===== config.mk =====
export PLATFORM = sky130hd
export DESIGN_NAME = fetch_stage
export DESIGN_NICKNAME = d
export VERILOG_FILES = /design/src/rtl/fetch_stage.sv
export SDC_FILE = /design/constraint.sdc
export NUM_CORES = 1
export LEC_CHECK = 0
export CORE_ASPECT_RATIO = 0.7
export CORE_MARGIN = 8
export CORE_UTILIZATION = 46
export DETAILED_ROUTE_END_ITERATION = 6
export GPL_ROUTABILITY_DRIVEN = 0
export MAX_ROUTING_LAYER = met4
export PLACE_DENSITY_LB_ADDON = 0.3
export SLEW_MARGIN = 20
export SYNTH_ARGS = -nofsm -noshare
export SYNTH_HDL_FRONTEND = slang
export SYNTH_SLANG_ARGS = --single-unit

===== constraint.sdc =====
create_clock -name clk -period 7.8 [get_ports clk]
set_input_delay 2.34 -clock clk [delete_from_list [all_inputs] [get_ports clk]]
set_output_delay 2.34 -clock clk [all_outputs]
set_load 0.1 [all_outputs]

===== src/rtl/fetch_stage.sv =====
// rtl/fetch_stage.sv - in-order instruction fetch with address queue and output buffer
// Optional same-cycle response bypass to decode when FETCH_BYPASS_EN is defined.
module fetch_stage #(
    parameter int ADDR_W = 32,
    parameter int DATA_W = 32,
    parameter int DEPTH  = 2
) (
    input  logic              clk,
    input  logic              reset,
    input  logic [ADDR_W-1:0] pc,
    input  logic              flush,
    input  logic              stall,
    output logic              fetch_stall,
    output logic              imem_req,
    output logic [ADDR_W-1:0] imem_addr,
    input  logic              imem_gnt,
    input  logic              imem_rvalid,
    input  logic [DATA_W-1:0] imem_rdata,
    output logic              if_valid,
    output logic [DATA_W-1:0] if_instr,
    output logic [ADDR_W-1:0] if_pc
);

    localparam int PW = (DEPTH > 1) ? $clog2(DEPTH) : 1;
    localparam int CW = PW + 1;
    localparam logic [CW-1:0] FULL = CW'(DEPTH);

    logic [ADDR_W-1:0] aq_addr [DEPTH];
    logic [PW-1:0]     aq_wr;
    logic [PW-1:0]     aq_rd;
    logic [CW-1:0]     out_cnt;
    logic [CW-1:0]     disc_cnt;

    logic [DATA_W-1:0] bq_instr [DEPTH];
    logic [ADDR_W-1:0] bq_pc    [DEPTH];
    logic [PW-1:0]     bq_wr;
    logic [PW-1:0]     bq_rd;
    logic [CW-1:0]     buf_cnt;

    logic [DATA_W-1:0] last_instr;
    logic [ADDR_W-1:0] last_pc;

    logic [CW-1:0]     occ;
    logic              accept;
    logic              resp;
    logic              keep;
    logic              bypass;
    logic              push;
    logic              pop;
    logic              buf_empty;

    assign occ       = out_cnt + buf_cnt;
    assign buf_empty = (buf_cnt == '0);

    // Requests are masked while reset is held so the PC sees a stall until reset releases.
    assign imem_req    = reset & (occ < FULL) & ~flush;
    assign imem_addr   = pc;
    assign accept      = imem_req & imem_gnt;
    assign fetch_stall = ~accept;

    assign resp = imem_rvalid & (out_cnt != '0);
    assign keep = resp & (disc_cnt == '0) & ~flush;

`ifdef FETCH_BYPASS_EN
    assign bypass = keep & buf_empty & ~stall;
`else
    assign bypass = 1'b0;
`endif

    assign push = keep & ~bypass;
    assign pop  = ~buf_empty & ~stall & ~flush;

    always_comb begin
        if_valid = 1'b0;
        if_instr = last_instr;
        if_pc    = last_pc;
        if (!buf_empty) begin
            if_valid = 1'b1;
            if_instr = bq_instr[bq_rd];
            if_pc    = bq_pc[bq_rd];
        end else if (bypass) begin
            if_valid = 1'b1;
            if_instr = imem_rdata;
            if_pc    = aq_addr[aq_rd];
        end
    end

    always_ff @(posedge clk) begin
        if (accept) begin
            aq_addr[aq_wr] <= pc;
        end
        if (push) begin
            bq_instr[bq_wr] <= imem_rdata;
            bq_pc[bq_wr]    <= aq_addr[aq_rd];
        end
    end

    always_ff @(posedge clk or negedge reset) begin
        if (!reset) begin
            aq_wr      <= '0;
            aq_rd      <= '0;
            out_cnt    <= '0;
            disc_cnt   <= '0;
            bq_wr      <= '0;
            bq_rd      <= '0;
            buf_cnt    <= '0;
            last_instr <= '0;
            last_pc    <= '0;
        end else begin
            if (accept) begin
                aq_wr <= aq_wr + 1'b1;
            end
            if (resp) begin
                aq_rd <= aq_rd + 1'b1;
            end
            out_cnt <= out_cnt + CW'(accept) - CW'(resp);

            // Everything still in flight after this edge belongs to the old path.
            if (flush) begin
                disc_cnt <= out_cnt - CW'(resp);
            end else if (resp && disc_cnt != '0) begin
                disc_cnt <= disc_cnt - 1'b1;
            end

            if (flush) begin
                bq_wr   <= '0;
                bq_rd   <= '0;
                buf_cnt <= '0;
            end else begin
                if (push) begin
                    bq_wr <= bq_wr + 1'b1;
                end
                if (pop) begin
                    bq_rd <= bq_rd + 1'b1;
                end
                buf_cnt <= buf_cnt + CW'(push) - CW'(pop);
            end

            if (if_valid) begin
                last_instr <= if_instr;
                last_pc    <= if_pc;
            end
        end
    end

`ifndef SYNTHESIS
    rvalid_without_request: assert property (
        @(posedge clk) disable iff (!reset) !(imem_rvalid && out_cnt == '0));
`endif

endmodule


==> results.sh <==
export IMPL_rsz0062_at_grt="false"
export IMPL_antenna_cells=0
export IMPL_htree_num_levels=1
export IMPL_core_um2=21800
export IMPL_drt_first_pass_iters=5
export IMPL_rr_worst_depth=5
export IMPL_cts_resized=0
export IMPL_outcome="complete, no violations"
export IMPL_cpPeakStageDelay_ns=1.17
export IMPL_dp_cells=1058
export IMPL_r2r_end="bq_pc[0][10]$_DFFE_PP_"
export IMPL_crit_path_end="imem_addr[29]"
export IMPL_critPathArrivalTime_ns=4.04
export IMPL_cts_setup_buffers=0
export IMPL_cts_made_buffers=26
export IMPL_drive_gt1_share_pct=10.7
export IMPL_syn_area_per_cell_um2=15.3
export IMPL_grt_max_degree=127
export IMPL_relSlewSlack_pct=29.1
export IMPL_crit_top_cell="clkdlybuf4s50_1"
export IMPL_dieHeight_um=141
export IMPL_postSynth_asyncResetShare_pct=27.8
export IMPL_path_class="in2out"
export IMPL_dieWidth_um=194
export IMPL_area_delta_synth_final_pct=25.5
export IMPL_synth_cell_area_um2=10200
export IMPL_cts_sinks=266
export IMPL_synth_seq_area_share_pct=74.4
export IMPL_rows=45
export IMPL_antenna_found_initial=0
export IMPL_hold_buffers=0
export IMPL_vias_per_cell=5.12
export IMPL_gr_total_overflow=0
export IMPL_dieArea_um2=27400
export IMPL_critPathMaxFanout=3
export IMPL_io_pins=169
export IMPL_synth_edf_count=192
export IMPL_reg2reg_slack_ns=5.00
export IMPL_clk_latency_ns=0.52
export IMPL_initial_core_util_pct=47.0
export IMPL_tightest_slew_ns=1.06
export IMPL_ant_nets=0
export IMPL_timing_final_max_slew_violations=0
export IMPL_grt_use_total_pct=15.1
export IMPL_min_path_type="reg2reg"
export IMPL_synth_area_leaders="edfxtp_1 (56%), dfrtp_1 (18%), mux2i_1 (6.4%)"
export IMPL_drc=0
export IMPL_crit_buf_inv=2
export IMPL_fin_cells=1106
export IMPL_synth_largest_area_cell="edfxtp_1"
export IMPL_ys_top_cells_by_count="edfxtp_1 (192), o21ai_0 (129), dfrtp_1 (74)"
export IMPL_drt_initial_drc_count=355
export IMPL_synth_fp_nets=744
export IMPL_routed_wl_mm=20.3
export IMPL_maxCapViolCount=0
export IMPL_synth_cells=669
export IMPL_fmax_mhz=157
export IMPL_yosys_most_used_dff="edfxtp_1"
export IMPL_clkTransAtPathRegs_ns=0.06
export IMPL_startpoint_type="primary input"
export IMPL_final_nets=880
export IMPL_placed_area_um2=11900
export IMPL_hpwl_mm=13.0
export IMPL_crit_chain="clkdlybuf4s50_1 -> clkdlybuf4s50_1"
export IMPL_crit_family="buffers and inverters"
export IMPL_cp_slowest_cell="clkdlybuf4s50_1"
export IMPL_crit_cells=2
export IMPL_fin_skew_ns=0.0160
export IMPL_synth_most_common_cell="edfxtp_1"
export IMPL_synth_cell_type_count=27
export IMPL_final_area_um2=12900
export IMPL_yosys_warnings=0
export IMPL_setup_worst_path_end_class="output port"
export IMPL_grt_pass1_vias=6084
export IMPL_critPathLaunch="pc[29]"
export IMPL_clockBufferDepth=3
export IMPL_finalCritPeriodShare_pct=81.8
export IMPL_min_period_ns=6.38
export IMPL_setup_tns_ns=0
export IMPL_rr_startpoint="disc_cnt[0]$_DFFE_PN0P_"
export IMPL_num_vias=5661
export IMPL_io_buffers=168
export IMPL_ys_ff_latch=266
export IMPL_fillers=1640
export IMPL_cts_tree="yes"
export IMPL_wire_per_inst_um=18.3
export IMPL_setup_viol=0
export IMPL_finalHoldViolCount=0
export IMPL_yosysTopAreaCellShare_pct=56.3
export IMPL_clockRootBuffer="clkbuf_16"
export IMPL_grt_pass1_wl_mm=32.2
export IMPL_cp_required_ns=5.46
[worst min-delay path by stage]
stage	startpoint	to	slack [ns]	depth (start not counted)
4_1_cts	last_instr[17]$_DFFE_PN0N_	last_instr[17]$_DFFE_PN0N_	0.47	2
6_report	last_pc[3]$_DFFE_PN0N_	last_pc[3]$_DFFE_PN0N_	0.46	2
2_1_floorplan	last_instr[0]$_DFFE_PN0N_	last_instr[0]$_DFFE_PN0N_	0.44	2
3_3_place_gp	last_pc[31]$_DFFE_PN0N_	last_pc[31]$_DFFE_PN0N_	0.45	2
5_1_grt	last_pc[3]$_DFFE_PN0N_	last_pc[3]$_DFFE_PN0N_	0.49	2
3_5_place_dp	last_instr[17]$_DFFE_PN0N_	last_instr[17]$_DFFE_PN0N_	0.46	2
[per-stage QoR]
stage / setup slack [ns] / util (%) / hold WS [ns]
after global routing: 1.39 / 59.0 / 0.488
final: 1.42 / 59.0 / 0.464
after global placement: 1.43 / 54.8 / 0.451
after floorplan: 1.61 / - / 0.439
after detailed placement: 1.42 / 54.8 / 0.459
after CTS: 1.42 / 58.9 / 0.472
[flip-flops by register name, summed over array words and instances, names as in the netlist]
name,cells
last_pc,32
bq_wr,1
out_cnt,2
buf_cnt,2
last_instr,32
aq_rd,1
aq_addr,64
bq_rd,1
disc_cnt,2
aq_wr,1
bq_pc,64
bq_instr,64
[per-layer routing]
layer  wire, um  track usage, %  up-vias
li1           -               -     2698
met3        894            2.88       33
met5          0               -        -
met1       9500            19.9     2769
met2       9490            24.4      161
met4        408            3.37        0
[kinds of logic after synthesis]
logic type / after synthesis / synth area share (%)
buffers and inverters: 73 / 4.12
adder cells (fa/ha/maj): 5 / 0.611
multiplexers: 98 / 9.98
AO/OA/AOI/OAI: 133 / 6.55
flip-flops: 266 / 74.4
XOR/XNOR: 12 / 1.03
AND/OR/NAND/NOR: 82 / 3.31
[cells in the final DEF, fill, tap and decap left out, types with 2 or more instances in the layout]
| master | count |
|---|---|
| nor2b_1 | 2 |
| clkbuf_16 | 27 |
| xor2_1 | 3 |
| clkdlybuf4s50_1 | 165 |
| ha_1 | 5 |
| nor2_1 | 3 |
| nor2_4 | 2 |
| inv_1 | 6 |
| dfrtp_1 | 72 |
| mux2_2 | 33 |
| nand2_1 | 67 |
| clkbuf_1 | 6 |
| clkinv_1 | 5 |
| mux2i_1 | 65 |
| o21ai_0 | 129 |
| xnor2_1 | 9 |
| bufinv_16 | 4 |
| edfxtp_1 | 192 |
| buf_4 | 7 |
| clkbuf_8 | 3 |
[cell type report]
type	count	area [um^2]	share of cell area, %
clock buffers	36	739	5.75
clock inverters	11	151	1.18
inverters	7	26.3	0.204
multi-input cells	330	2220	17.3
flip-flops and latches	266	7620	59.3
well taps	282	353	2.75
repair buffers	174	1740	13.5
Power is not shown: default switching activity piles up to over one toggle a cycle in this logic, so the estimate is an artifact.
